--- src/rtl/pipe_adder_arbiter.sv ---
// Round-robin scheduler that shares one external pipelined adder between two requesters.
// A tag pipeline matched to the adder latency routes each sum back to the requester that issued it.
module pipe_adder_arbiter #(
    parameter int BW  = 32,
    parameter int LAT = 4
) (
    input  logic          CLK,
    input  logic          RESETn,

    input  logic          req0_valid,
    output logic          req0_ready,
    input  logic [BW-1:0] req0_a,
    input  logic [BW-1:0] req0_b,
    input  logic          req0_cin,

    input  logic          req1_valid,
    output logic          req1_ready,
    input  logic [BW-1:0] req1_a,
    input  logic [BW-1:0] req1_b,
    input  logic          req1_cin,

    output logic [BW-1:0] add_A,
    output logic [BW-1:0] add_B,
    output logic          add_cin,
    input  logic [BW-1:0] add_sum,
    input  logic          add_cout,

    output logic          resp0_valid,
    output logic          resp1_valid,
    output logic [BW-1:0] resp_sum,
    output logic          resp_cout,
    output logic [3:0]    inflight
);

    logic          grant0;
    logic          grant1;
    logic          issue;

    logic          last_q, last_d;
    logic [BW-1:0] add_a_q, add_a_d;
    logic [BW-1:0] add_b_q, add_b_d;
    logic          add_cin_q, add_cin_d;

    logic [LAT:0]  tag_vld_q, tag_vld_d;
    logic [LAT:0]  tag_own_q, tag_own_d;

    logic [BW-1:0] resp_sum_q, resp_sum_d;
    logic          resp_cout_q, resp_cout_d;
    logic          resp0_q, resp0_d;
    logic          resp1_q, resp1_d;
    logic [3:0]    inflight_q, inflight_d;

    // last_q names the requester granted most recently; on a tie the other one wins.
    always_comb begin
        grant0 = RESETn & req0_valid & (~req1_valid | last_q);
        grant1 = RESETn & req1_valid & (~req0_valid | ~last_q);
        issue  = grant0 | grant1;
    end

    assign req0_ready = grant0;
    assign req1_ready = grant1;

    always_comb begin
        last_d    = last_q;
        add_a_d   = add_a_q;
        add_b_d   = add_b_q;
        add_cin_d = add_cin_q;
        if (grant0) begin
            last_d    = 1'b0;
            add_a_d   = req0_a;
            add_b_d   = req0_b;
            add_cin_d = req0_cin;
        end else if (grant1) begin
            last_d    = 1'b1;
            add_a_d   = req1_a;
            add_b_d   = req1_b;
            add_cin_d = req1_cin;
        end
    end

    // Stage 0 is loaded alongside add_*, so stage LAT lines up with the adder output.
    always_comb begin
        tag_vld_d    = '0;
        tag_own_d    = '0;
        tag_vld_d[0] = issue;
        tag_own_d[0] = grant1;
        for (int i = 1; i <= LAT; i++) begin
            tag_vld_d[i] = tag_vld_q[i-1];
            tag_own_d[i] = tag_own_q[i-1];
        end
    end

    always_comb begin
        resp_sum_d  = resp_sum_q;
        resp_cout_d = resp_cout_q;
        resp0_d     = 1'b0;
        resp1_d     = 1'b0;
        if (tag_vld_q[LAT]) begin
            resp_sum_d  = add_sum;
            resp_cout_d = add_cout;
            resp0_d     = ~tag_own_q[LAT];
            resp1_d     = tag_own_q[LAT];
        end
    end

    // The count drops on the same edge the strobe appears, so it never exceeds LAT+1.
    always_comb begin
        inflight_d = inflight_q;
        case ({issue, resp0_d | resp1_d})
            2'b10:   inflight_d = inflight_q + 4'd1;
            2'b01:   inflight_d = inflight_q - 4'd1;
            default: inflight_d = inflight_q;
        endcase
    end

    always_ff @(posedge CLK) begin
        if (!RESETn) begin
            last_q      <= 1'b1;
            add_a_q     <= '0;
            add_b_q     <= '0;
            add_cin_q   <= 1'b0;
            tag_vld_q   <= '0;
            tag_own_q   <= '0;
            resp_sum_q  <= '0;
            resp_cout_q <= 1'b0;
            resp0_q     <= 1'b0;
            resp1_q     <= 1'b0;
            inflight_q  <= '0;
        end else begin
            last_q      <= last_d;
            add_a_q     <= add_a_d;
            add_b_q     <= add_b_d;
            add_cin_q   <= add_cin_d;
            tag_vld_q   <= tag_vld_d;
            tag_own_q   <= tag_own_d;
            resp_sum_q  <= resp_sum_d;
            resp_cout_q <= resp_cout_d;
            resp0_q     <= resp0_d;
            resp1_q     <= resp1_d;
            inflight_q  <= inflight_d;
        end
    end

    assign add_A       = add_a_q;
    assign add_B       = add_b_q;
    assign add_cin     = add_cin_q;
    assign resp_sum    = resp_sum_q;
    assign resp_cout   = resp_cout_q;
    assign resp0_valid = resp0_q;
    assign resp1_valid = resp1_q;
    assign inflight    = inflight_q;

endmodule

--- config.mk ---
export PLATFORM = sky130hd
export DESIGN_NAME = pipe_adder_arbiter
export DESIGN_NICKNAME = d
export VERILOG_FILES = /design/src/rtl/pipe_adder_arbiter.sv
export SDC_FILE = /design/constraint.sdc
export NUM_CORES = 1
export LEC_CHECK = 0
export ABC_AREA = 0
export BUFFER_PORTS_ARGS = -buffer_cell sky130_fd_sc_hd__clkbuf_2
export CORE_UTILIZATION = 32
export DETAILED_ROUTE_END_ITERATION = 7
export GPL_TIMING_DRIVEN = 0
export PLACE_DENSITY_LB_ADDON = 0.1
export SKIP_CTS_REPAIR_TIMING = 1
export SLEW_MARGIN = 20
export SYNTH_ARGS = -nofsm -noshare
export SYNTH_HDL_FRONTEND = slang
export SYNTH_SLANG_ARGS = --single-unit
--- constraint.sdc ---
create_clock -name CLK -period 2.45 [get_ports CLK]
set_clock_uncertainty 0.15 [all_clocks]
set_input_delay 0.3675 -clock CLK [delete_from_list [all_inputs] [get_ports CLK]]
set_output_delay 0.3675 -clock CLK [all_outputs]
set_load 0.1 [all_outputs]
==> results by stage, run 1 <==
Clock tree:
- The tree built by TritonCTS fans out to 115 sinks.
- The number of buffers between clock root and the deepest sink is 2.
- The post-CTS clock slew at the launch and capture registers of the worst setup and hold paths is 0.05 ns.
- Clock latency on the worst-skew pair, taken at its later pin, is 0.41 ns.
- The H-tree was split into 4 levels.
- The TritonCTS buffer count is 17.
- The clock tree from TritonCTS is yes.
- The cell at the root of the clock tree is sky130_fd_sc_hd__clkbuf_16.

Route:
- In the routed design, unresolved DRC markers number 0.
- The average detailed-routed wire length per instance is 14.2 µm.
- The wire length on met2 is 6680 µm.
- In this run the top signal layer used is met4.
- For this block, wires on met1 add up to 5380 µm.
- The total detailed-routing wirelength is 13400 µm.
- In this run, the number of DRC markers left after iteration 0 of detailed routing was 138.
- After detailed routing, the met3 layer carries 1110 µm of wire.
- The via count is 4347.
- In the routed layout, each cell is associated on average with a via count of 4.60.
- The detail route stage leaves a number of antenna-violating nets equal to 0.
- The detailed-routing iteration count for the pre-antenna-repair pass is 4.

Global routing:
- The number of global-route vias before repair was 4459.
- The initial antenna violation count is 0.
- The aggregate global-route resource usage is 18.1%.
- The first-pass GRT wire length is 21900 µm.
- Entering global routing, the biggest net connects 17 pins.
- The total grt overflow is 0.

Finish:
- The number of standard cells in the layout, taps in and fillers out is 946.
- Once layout is complete, the utilization of the core stands at 48.1%.
- The final net count is 920.
- The proportion of layout cells with a drive suffix above 1 is 48.7%.
- The count of inserted antenna diode cells is 0.
- Relative to the synthesized area, the layout overhead comes to 46.4%.

Floorplanning:
- The site row count is 44.
- The width of the die is 124 µm.
- The area of the core is 14600 µm².
- The initial utilization of the core area, before any placement, comes to 32.9%.
- The I/O pin count is 273.
- The die is 124 µm tall.
- The die covers 15500 µm².

Setup path:
- The required arrival time at the worst endpoint is 1.93 ns.
- In this run the worst path has a maximum fanout of 10.
- Broken down by cell family, the worst path's largest delay share belongs to buffers and inverters.
- The worst setup path is captured at an output pin.
- The classification of the worst setup path is reg -> out.
- The slowest stage of the critical path is the sky130_fd_sc_hd__clkbuf_4 cell.
- The critical path contains buffers and inverters numbering 2 combined.
- The sort of element at the start of the critical path is a register.
- The data arrival time of the worst path is 1.80 ns.
- In this run the register-to-register setup slack is 0.33 ns.
- On the worst path, the slowest cell contributes a delay of 0.39 ns.
- Walking the worst path, the cells encountered are nand2b_1 > and3_4 > buf_2 > clkbuf_4.

Placed design:
- The global placer's final weighted congestion is 0.776.
- Input and output buffers added on the ports amount to 271.
- The HPWL reported at the end of detailed placement is 10500 µm.
- Once placement completed, the tool counted placed cells totaling 914.

Timing:
- The relative slew slack is 62.1%.
- The final count of pins violating max slew came to 0.
- Setup violations remaining at the end of the flow were counted as 0.
- Subtracting the final worst setup slack from the clock period gives 2.32 ns.
- The count of endpoints failing hold in the final timing report was 0.
- The post-route clock period utilization is 94.6%.
- The highest clock frequency the design can meet is 0.432 GHz.
- The transition time at the pin with the least slew margin is 0.570 ns.
- Setup repair after global routing left no endpoint under its margin.

Power and ir drop:
- The total power divided by cell area is 822 nW/µm².
- In this run the static leakage power is 0.00313 µW.
- The worst-case IR drop observed on VDD is 0.000503 V.
- The total power of the final layout is 5770 µW.

Logic synthesis:
- The library cell with the largest summed area after synthesis is sky130_fd_sc_hd__dfxtp_1.
- The synthesized design contains 0 enable-type register cells.
- The fraction of synthesis flops using an asynchronous set or reset pin is 0%.
- The number of register bits inferred by synthesis is 115.
- The portion of the post-synthesis area used by sequential elements is 48.0%.
- The synthesized netlist cell count is 459.
- The post-synthesis net count is 630.
- Yosys printed 0 warnings.
- By area the synthesized netlist is led by sky130_fd_sc_hd__dfxtp_1 (48%), sky130_fd_sc_hd__a22oi_2 (10%), sky130_fd_sc_hd__mux2i_1 (7.3%), sky130_fd_sc_hd__a21boi_1 (6.4%), sky130_fd_sc_hd__nand2_1 (5.4%).
- For this run, the leading register cell type out of synthesis is sky130_fd_sc_hd__dfxtp_1.
- The synthesized design devotes to its leading area cell type 48.0% of total area.
- Counting distinct cell types in the post-synthesis netlist gives 29.
- A synthesized cell averages 10.4 µm².
- Summing every instance area after synthesis gives 4800 µm².

Run:
- The number of maximum-capacitance violations is 0.

Hold path:
- The path type of the worst min-delay path is in -> reg.

Status:
- The run finished with clean final reports.
registers in the layout, summed over array words and instances, names as in the netlist:
signal / flops
tag_vld_q: 5
resp_sum: 32
add_A: 32
last_q: 1
add_B: 32
resp_cout: 1
resp1_valid: 1
tag_own_q: 5
resp0_valid: 1
add_cin: 1
inflight: 4
worst paths after layout:
path	start	endpoint	cells past startpoint
worst max-delay path	last_q	req0_ready	4
worst min-delay path	add_sum[7]	resp_sum[7]	3
worst max register to register	tag_vld_q[4]	inflight[3]	8
worst min register to register	tag_own_q[4]	resp0_valid	1
layer usage:
layer	up-vias	track usage (%)
met5	-	0
met4	0	7.80
met3	20	7.22
met2	172	30.7
met1	1972	19.8
li1	2183	-
layout by cell type (no fill, tap or decap), types with 3 or more instances in the layout:
cell	count
sky130_fd_sc_hd__a22oi_2	40
sky130_fd_sc_hd__buf_6	9
sky130_fd_sc_hd__a21boi_0	24
sky130_fd_sc_hd__buf_2	14
sky130_fd_sc_hd__nor2b_1	33
sky130_fd_sc_hd__nand2_1	69
sky130_fd_sc_hd__nand2b_1	3
sky130_fd_sc_hd__clkbuf_8	4
sky130_fd_sc_hd__dfxtp_1	115
sky130_fd_sc_hd__mux2i_1	35
sky130_fd_sc_hd__and2_1	11
sky130_fd_sc_hd__nor2_1	3
sky130_fd_sc_hd__clkinv_2	5
sky130_fd_sc_hd__ha_1	3
sky130_fd_sc_hd__clkbuf_16	17
sky130_fd_sc_hd__inv_1	4
sky130_fd_sc_hd__bufinv_16	4
sky130_fd_sc_hd__a21boi_1	41
sky130_fd_sc_hd__clkbuf_2	270
sky130_fd_sc_hd__a22oi_1	25
sky130_fd_sc_hd__clkbuf_1	15
logic make-up after synthesis:
family / share of synthesized area (%)
compound gates: 25.5
simple gates: 12.4
flops: 48.0
buf+inv: 5.30
mux: 7.31
fa+ha+maj: 1.20
xor+xnor: 0.365
worst min-delay path, stage by stage:
cell,delay (ns)
sky130_fd_sc_hd__clkbuf_2,0.07
sky130_fd_sc_hd__mux2i_1,0.05
sky130_fd_sc_hd__nor2b_1,0.09
Yosys cell counts (2+ instances only):
cell and n:
sky130_fd_sc_hd__buf_4 2, sky130_fd_sc_hd__clkbuf_1 14, sky130_fd_sc_hd__o21ai_0 2, sky130_fd_sc_hd__nor2_1 3, sky130_fd_sc_hd__ha_1 3, sky130_fd_sc_hd__and2_1 11
sky130_fd_sc_hd__a22oi_2 40, sky130_fd_sc_hd__nand2b_1 3, sky130_fd_sc_hd__inv_1 4, sky130_fd_sc_hd__a21oi_1 2, sky130_fd_sc_hd__a21boi_1 41, sky130_fd_sc_hd__nor2b_1 33
sky130_fd_sc_hd__a21boi_0 24, sky130_fd_sc_hd__dfxtp_1 115, sky130_fd_sc_hd__a22oi_1 25, sky130_fd_sc_hd__mux2i_1 35, sky130_fd_sc_hd__nand2_1 69, sky130_fd_sc_hd__buf_6 9
sky130_fd_sc_hd__buf_2 14
metrics by stage:
stage	area, µm²	hold slack, ns	worst slack, ns	setup TNS, ns
after floorplan	4800	0.233	0.169	0
after global placement	6380	0.244	-0.0863	-0.0863
after detailed placement	6380	0.250	-0.138	-0.138
after CTS	7020	0.0468	-0.0245	-0.0245
after global routing	7020	0.0629	0.0184	0
final	7020	0.0667	0.133	0
power breakdown:
part | internal [µW] | switching (µW)
registers | 1960 | 44.7
clock network | 1800 | 839
logic | 291 | 840
cell type report:
| cell class | count | area [µm²] |
|---|---|---|
| fill | 1444 | 7570 |
| sequential | 115 | 2300 |
| multi-input combinational | 301 | 2240 |
| timing repair buffer | 271 | 1360 |
| clock buffer | 22 | 484 |
| buffer | 39 | 239 |
| tap | 184 | 230 |
| clock inverter | 10 | 153 |
| inverter | 4 | 15.0 |
Note: power is estimated with default switching activity, not from simulation.
==> run 2: changes to the inputs <==
--- a/config.mk
+++ b/config.mk
@@ -6,11 +6,13 @@
 export NUM_CORES = 1
 export LEC_CHECK = 0
 export ABC_AREA = 0
+export ABC_CLOCK_PERIOD_IN_PS = 2450
 export BUFFER_PORTS_ARGS = -buffer_cell sky130_fd_sc_hd__clkbuf_2
+export CORE_ASPECT_RATIO = 1.25
 export CORE_UTILIZATION = 32
 export DETAILED_ROUTE_END_ITERATION = 7
 export GPL_TIMING_DRIVEN = 0
-export PLACE_DENSITY_LB_ADDON = 0.1
+export PLACE_DENSITY_LB_ADDON = 0.2
 export SKIP_CTS_REPAIR_TIMING = 1
 export SLEW_MARGIN = 20
 export SYNTH_ARGS = -nofsm -noshare
==> run 2 against run 1 <==
Against the previous run: the run now ends with design-rule violations left; critical path depth unchanged; final cell count decreased by 0.74%; clock-buffer cell count increased by 1; sequential share of layout area increased by 0.33 points; combinational power about the same; critical path type unchanged; setup slack improved by 0.046 ns.
==> results by stage, run 2 (synthesis gave the netlist of run 1 again) <==
Status:
- The flow ran to the end, but the final reports show violations.
- The checks that failed: design-rule violations.

Setup path:
- The data arrival time of the worst path is 1.75 ns (-0.05 ns).
- The maximum fanout count along the critical path is 10 (unchanged).
- In this run the critical register-to-register path is launched from tag_vld_q[4].
- The critical path goes through nand2b_1 > and3_4 > buf_2 > clkbuf_4.
- The kind of capture point of the worst setup path is an output pin.
- The worst register-to-register path ends at inflight[3].
- The library cell contributing the largest single delay on the critical path is sky130_fd_sc_hd__dfxtp_1.
- The slack of the worst reg-to-reg path is 0.30 ns (-0.03 ns).
- The peak per-stage delay on the critical path is 0.38 ns (about the same).
- The sort of element at the start of the critical path is a register.
- The critical path is of the reg -> out type.
- The number of cells on the worst reg-to-reg path was 8 (unchanged).
- The required arrival time at the worst endpoint is 1.93 ns (about the same).

Power and ir drop:
- The share of total power consumed by net switching was 31.1% (+1.3 points).
- The share of power burned in combinational logic is 20.7% (+1.1 points).
- The cell leakage power is 0.00310 µW (-1.2%).
- The largest voltage drop on the vdd net came to 0.000404 V (-20%).
- The total internal power was 3770 µW (-7.0%).
- The share of power burned in the clock network is 42.7% (-3.0 points).
- The part of the power in registers is 36.7% (+2.0 points).
- The total power of the final layout is 5470 µW (-5.2%).
- The net switching power was 1700 µW (-1.2%).
- The total power divided by cell area was 787 nW/µm² (-4.3%).

Global routing:
- The aggregate global-route resource usage is 18.0% (-0.058 points).
- The pin count of the biggest net entering global routing came to 17 (unchanged).
- The initial antenna violation count is 0 (unchanged).
- The number of global-route vias before repair is 4555 (+2.2%).
- The first-pass GRT wire length was 21800 µm (-0.50%).
- The total grt overflow is 0 (unchanged).

Timing:
- The final number of setup-violating endpoints is 0 (unchanged).
- The count of endpoints failing hold in the final timing report was 0 (unchanged).
- The transition time at the pin with the least slew margin is 0.571 ns (+0.000405 ns).
- The highest clock frequency the design can meet is 0.440 GHz (+2.0%).
- The minimum clock period is 2.27 ns (-0.0457 ns).
- The relative slew slack came to 62.1% (about the same).
- The worst hold margin was 0.0763 ns (+0.00956 ns).
- The final count of pins violating max slew was 0 (unchanged).
- Setup repair after global routing left no endpoint under its margin.
- The post-route clock period utilization is 92.7% (-1.9 points).

Clock tree:
- The clock tree from TritonCTS is yes.
- The post-CTS clock slew at the launch and capture registers of the worst setup and hold paths came to 0.05 ns (about the same).
- The source-to-sink clock delay at the later pin of the worst-skew pair came to 0.40 ns (about the same).
- The number of sinks driven by the clock tree is 115 (unchanged).
- The TritonCTS buffer count was 17 (unchanged).
- The number of buffers between clock root and the deepest sink came to 2 (unchanged).
- The cell at the root of the clock tree is sky130_fd_sc_hd__clkbuf_16.
- The number of H-tree branching levels is 4 (unchanged).

Route:
- The via count is 4366 (+0.44%).
- The first-iteration detailed-routing DRC count is 130 (-5.8%).
- The total detailed-routing wirelength came to 13500 µm (+0.53%).
- The detailed-routing iteration count for the pre-antenna-repair pass is 7 (+3).
- The number of routed nets with antenna violations came to 0 (unchanged).
- The average detailed-routed wire length per instance was 14.4 µm (+1.3%).
- The post-detailed-route via-to-cell ratio is 4.65 (+1.2%).
- The number of remaining DRC errors is 19 (+19).

Placed design:
- The quantity of I/O buffers inserted on ports is 271 (unchanged).
- The global placer's final weighted congestion is 0.726 (-6.4%).
- The HPWL reported at the end of detailed placement is 10700 µm (+2.2%).

Hold path:
- The path type of the worst min-delay path is in -> reg.
- The worst hold path terminates at resp_sum[13].
- The number of cells traversed by the worst hold path was 3 (unchanged).
- The worst hold path startpoint is add_sum[13].

Floorplanning:
- The site row count came to 49 (+11%).
- The vertical die dimension came to 139 µm (+12%).
- The effective utilization at floorplan is 33.0% (+0.13 points).
- The area of the core was 14500 µm² (-0.40%).
- The die outline area is 15500 µm² (about the same).
- The width of the die is 111 µm (-10%).
- The I/O pin count is 273 (unchanged).

Finish:
- The top cell types in the final layout, fill and taps aside, are sky130_fd_sc_hd__clkbuf_2 (270), sky130_fd_sc_hd__dfxtp_1 (115), sky130_fd_sc_hd__nand2_1 (69), sky130_fd_sc_hd__a21boi_1 (41), sky130_fd_sc_hd__a22oi_2 (40).
- The library cell used most frequently in the layout, excluding fill and tap cells, is sky130_fd_sc_hd__clkbuf_2.
- The final design utilization was 47.8% (-0.29 points).
- The final net count is 920 (unchanged).
- The proportion of layout cells with a drive suffix above 1 is 48.6% (-0.067 points).
- The count of inserted antenna diode cells was 0 (unchanged).
- Compared with the post-synthesis result, the final layout area differs by 45.0%.

Run:
- The number of maximum-capacitance violations is 0 (unchanged).
## run 2: layer usage
metal / global-route usage [%] / part of all wire (%) / vias up / wire, µm
met1: 18.1 / 37 / 1952 / 5010
met3: 5.81 / 8.2 / 25 / 1110
met4: 9.03 / 2.5 / 0 / 334
met2: 33.1 / 52 / 212 / 7030
li1: - / - / 2177 / -
met5: 0 / 0 / - / 0
## run 2: area by class of cell
cell class / instances / area [µm²]
fillers: 1401 / 7580
flip-flops and latches: 115 / 2300
multi-input cells: 301 / 2240
repair buffers: 271 / 1360
clock buffers: 23 / 498
plain buffers: 39 / 239
well taps: 178 / 223
clock inverters: 8 / 76.3
inverters: 4 / 15.0
## run 2: worst max-delay path: cells and delay by family (launching register included)
kind | cells | cell delay (ns)
buffers and inverters | 2 | 0.62
DFF | 1 | 0.38
and+or+nand+nor | 2 | 0.35
## run 2: worst max-delay path by stage
stage | start | to | slack [ns] | depth (start not counted)
after floorplan | inflight[1] | inflight[3] | 0.17 | 5
after global placement | req0_valid | inflight[3] | -0.07 | 9
after detailed placement | req0_valid | inflight[3] | -0.15 | 9
after CTS | last_q | req0_ready | 0.01 | 4
after global routing | last_q | req0_ready | 0.05 | 4
final | last_q | req0_ready | 0.18 | 4
## run 2: metrics by stage
step           cells  TNS [ns]  cell area (µm²)  setup WS, ns
2_1_floorplan    459         0             4800         0.169
3_3_place_gp     908   -0.0732             6370       -0.0732
3_5_place_dp     908    -0.147             6370        -0.147
4_1_cts          939         0             6950        0.0122
5_1_grt          939         0             6950        0.0519
6_report         939         0             6950         0.178
## run 2: power groups by stage
stage,Combinational (µW),Sequential (µW),Clock [µW]
after floorplan,277,2600,0
after CTS,1140,2000,2410
after detailed placement,1140,2040,0
final,1130,2000,2330
after global placement,1130,2040,0
after global routing,1190,2010,2500
==> run 3: changes to the inputs <==
--- a/config.mk
+++ b/config.mk
@@ -5,13 +5,13 @@
 export SDC_FILE = /design/constraint.sdc
 export NUM_CORES = 1
 export LEC_CHECK = 0
-export ABC_AREA = 0
+export ABC_AREA = 1
 export ABC_CLOCK_PERIOD_IN_PS = 2450
 export BUFFER_PORTS_ARGS = -buffer_cell sky130_fd_sc_hd__clkbuf_2
 export CORE_ASPECT_RATIO = 1.25
 export CORE_UTILIZATION = 32
 export DETAILED_ROUTE_END_ITERATION = 7
-export GPL_TIMING_DRIVEN = 0
+export GPL_TIMING_DRIVEN = 1
 export PLACE_DENSITY_LB_ADDON = 0.2
 export SKIP_CTS_REPAIR_TIMING = 1
 export SLEW_MARGIN = 20
==> run 3 against run 2 <==
Against the previous run: non-clock buffer count is 28 lower; setup slack worse by 0.022 ns; the run now ends clean; largest cell class is now multi-input gates; core utilization shrank 3.6 points; hold slack worse by 0.049 ns; die area up 17%; final cell count up 29%; critical endpoint unchanged; fmax is 0.96% lower; clock-buffer cell count is 6 lower.
==> results by stage, run 3 <==
Timing:
- The relative slew slack came to 41.5% (-21 points).
- The highest clock frequency the design can meet is 0.436 GHz (-0.96%).
- Setup repair after global routing left no endpoint under its margin.
- The transition time at the pin with the least slew margin is 0.878 ns (+0.307 ns).
- The final number of setup-violating endpoints came to 0 (unchanged).
- The count of endpoints failing hold in the final timing report is 0 (unchanged).
- The final count of pins violating max slew is 0 (unchanged).
- The post-route clock period utilization came to 93.6% (+0.89 points).
- The minimum clock period came to 2.29 ns (+0.0219 ns).
- The minimum setup slack in the final design is 0.156 ns (-0.0219 ns).

Logic synthesis:
- The library cell with the largest summed area after synthesis is sky130_fd_sc_hd__dfxtp_1.
- The count of synthesis-stage warnings from yosys is 0 (unchanged).
- The count of distinct cell types in the synthesized netlist is 26 (-10%).
- The portion of the post-synthesis area used by sequential elements is 41.1% (-6.9 points).
- The area fraction of the dominant cell type after synthesis is 41.1% (-6.9 points).
- The fraction of synthesis flops using an asynchronous set or reset pin came to 0% (unchanged).
- In the synthesized netlist, the cells that appear most often are sky130_fd_sc_hd__nand3_1 (167), sky130_fd_sc_hd__dfxtp_1 (115), sky130_fd_sc_hd__inv_1 (86), sky130_fd_sc_hd__nand2_1 (85), sky130_fd_sc_hd__nor2_1 (70).
- The post-synthesis instance area is 5600 µm² (+17%).
- The number of register bits inferred by synthesis is 115 (unchanged).
- Yosys instantiated no cell more often than sky130_fd_sc_hd__nand3_1.
- The synthesized netlist cell count is 735 (+60%).
- By area the synthesized netlist is led by sky130_fd_sc_hd__dfxtp_1 (41%), sky130_fd_sc_hd__nand3_1 (15%), sky130_fd_sc_hd__a21oi_2 (7.8%), sky130_fd_sc_hd__inv_1 (5.8%), sky130_fd_sc_hd__nand2_1 (5.7%).
- The number of enable-type register cells in the synthesized netlist is 0 (unchanged).
- In the synthesized netlist the dominant register cell turns out to be sky130_fd_sc_hd__dfxtp_1.
- The synthesized area divided by synthesized cell count is 7.62 µm² (-27%).
- The post-synthesis net count is 906 (+44%).

Global routing:
- The aggregate global-route resource usage is 18.4% (+0.38 points).
- The total grt overflow is 0 (unchanged).
- The pin count of the biggest net entering global routing is 68 (+51).
- The number of global-route vias before repair is 5218 (+15%).
- The initial antenna violation count is 0 (unchanged).
- The first-pass GRT wire length is 26000 µm (+19%).

Placed design:
- The worst setup slack before clock tree synthesis was 0.251 ns (+0.399 ns).
- The HPWL reported at the end of detailed placement was 10900 µm (+2.3%).
- The global placer's final weighted congestion is 0.763 (+5.1%).
- The quantity of I/O buffers inserted on ports is 272 (+0.37%).
- The area of placed instances is 6940 µm² (+8.9%).

Finish:
- The library cells used most frequently in the layout, excluding fill and tap cells, are sky130_fd_sc_hd__clkbuf_2 (270), sky130_fd_sc_hd__nand3_1 (167), sky130_fd_sc_hd__dfxtp_1 (115), sky130_fd_sc_hd__inv_1 (86), sky130_fd_sc_hd__nand2_1 (84).
- The count of inserted antenna diode cells is 0 (unchanged).
- The final net count was 1145 (+24%).
- The signed area change from the synthesized netlist to the final layout is 33.9%.
- The final design utilization is 44.2% (-3.6 points).
- The leading cell type in the layout, fill and taps excluded is sky130_fd_sc_hd__clkbuf_2.
- The proportion of layout cells with a drive suffix above 1 came to 40.9% (-7.7 points).
- The area of all placed cells without fillers is 7510 µm² (+8.0%).

Route:
- The average detailed-routed wire length per instance is 13.3 µm (-7.6%).
- The number of remaining DRC errors is 0 (-19).
- The number of routed nets with antenna violations is 0 (unchanged).
- The post-detailed-route via-to-cell ratio is 4.60 (-1.0%).
- The detailed-routing iteration count for the pre-antenna-repair pass is 5 (-2).
- The total detailed-routing wirelength came to 16000 µm (+19%).
- The first-iteration detailed-routing DRC count came to 182 (+40%).
- The via count is 5555 (+27%).

Setup path:
- The required arrival time at the worst endpoint was 1.93 ns (about the same).
- The slack of the worst reg-to-reg path is 0.42 ns (+0.12 ns).
- The classification of the worst setup path is reg -> out.
- The sort of element at the start of the critical path is a register.
- The worst setup path is captured at an output pin.
- The maximum fanout count along the critical path is 66 (+56).
- The data arrival time of the worst path is 1.78 ns (+0.03 ns).

Power and ir drop:
- The total power divided by cell area was 757 nW/µm² (-3.8%).
- The total power of the final layout was 5680 µW (+3.9%).
- The cell leakage power is 0.00380 µW (+23%).
- The largest voltage drop on the vdd net is 0.000408 V (+1.0%).

Clock tree:
- The source-to-sink clock delay at the later pin of the worst-skew pair is 0.41 ns (about the same).
- The post-CTS clock slew at the launch and capture registers of the worst setup and hold paths is 0.06 ns (about the same).
- TritonCTS built the clock tree.
- The number of buffers between clock root and the deepest sink was 2 (unchanged).
- The cell at the root of the clock tree is sky130_fd_sc_hd__clkbuf_16.
- The number of H-tree branching levels came to 4 (unchanged).
- The number of sinks driven by the clock tree came to 115 (unchanged).
- The TritonCTS buffer count is 17 (unchanged).

Floorplanning:
- The vertical die dimension is 150 µm (+8.0%).
- The site row count was 53 (+8.2%).
- The width of the die is 120 µm (+8.0%).
- The effective utilization at floorplan is 33.0% (about the same).
- The I/O pin count came to 273 (unchanged).
- The die outline area came to 18000 µm² (+17%).
- The area of the core came to 17000 µm² (+17%).

Run:
- The number of maximum-capacitance violations came to 0 (unchanged).

Status:
- The run finished with clean final reports.

Hold path:
- The path type of the worst min-delay path is in -> reg.
[run 3: cell families after synthesis]
family                     share of synthesized area (%)
AOI/OAI and AO/OA                                   12.8
xor gates and xnor gates                           0.156
adders and majority gates                           1.03
buffers and inverters                               13.5
DFF                                                 41.1
and+or+nand+nor                                     31.5
[run 3: metrics by stage]
step	hold WS, ns	setup TNS (ns)	std cells
2_1_floorplan	0.240	0	735
3_3_place_gp	0.243	0	1175
3_5_place_dp	0.248	0	1175
4_1_cts	0.00488	-0.0445	1207
5_1_grt	0.0125	0	1207
6_report	0.0270	0	1207
[run 3: final timing paths]
kind	cells past startpoint	endpoint	from
min	3	resp_sum[6]	add_sum[6]
max reg2reg	12	inflight[3]	last_q
min reg2reg	2	tag_own_q[1]	tag_own_q[0]
max	6	req0_ready	last_q
[run 3: final cells by class]
cell class	count	area, µm²
fillers	1828	9470
flip-flops and latches	115	2300
well taps	220	275
repair buffers	282	1470
clock buffers	17	425
inverters	90	342
multi-input cells	468	2550
clock inverters	15	134
[run 3: worst max-delay path: stages, from the launching register on]
cell	delay (ns)
sky130_fd_sc_hd__dfxtp_1	0.31
sky130_fd_sc_hd__inv_1	0.11
sky130_fd_sc_hd__nand2_4	0.07
sky130_fd_sc_hd__nand2_4	0.07
sky130_fd_sc_hd__buf_6	0.38
sky130_fd_sc_hd__inv_1	0.15
sky130_fd_sc_hd__buf_12	0.20
[run 3: report_power, final]
group          internal [µW]  switching [µW]  total [µW]
Sequential              1970            52.0        2020
Clock                   1400             916        2310
Combinational            299            1050        1350
Total                   3670            2020        5680
[run 3: routing by layer]
metal	vias up	part of all wire (%)	GRT usage [%]
li1	2861	-	-
met1	2476	43	20.7
met2	201	48	32.2
met3	17	7.2	5.72
met4	0	1.8	6.98
met5	-	0	0
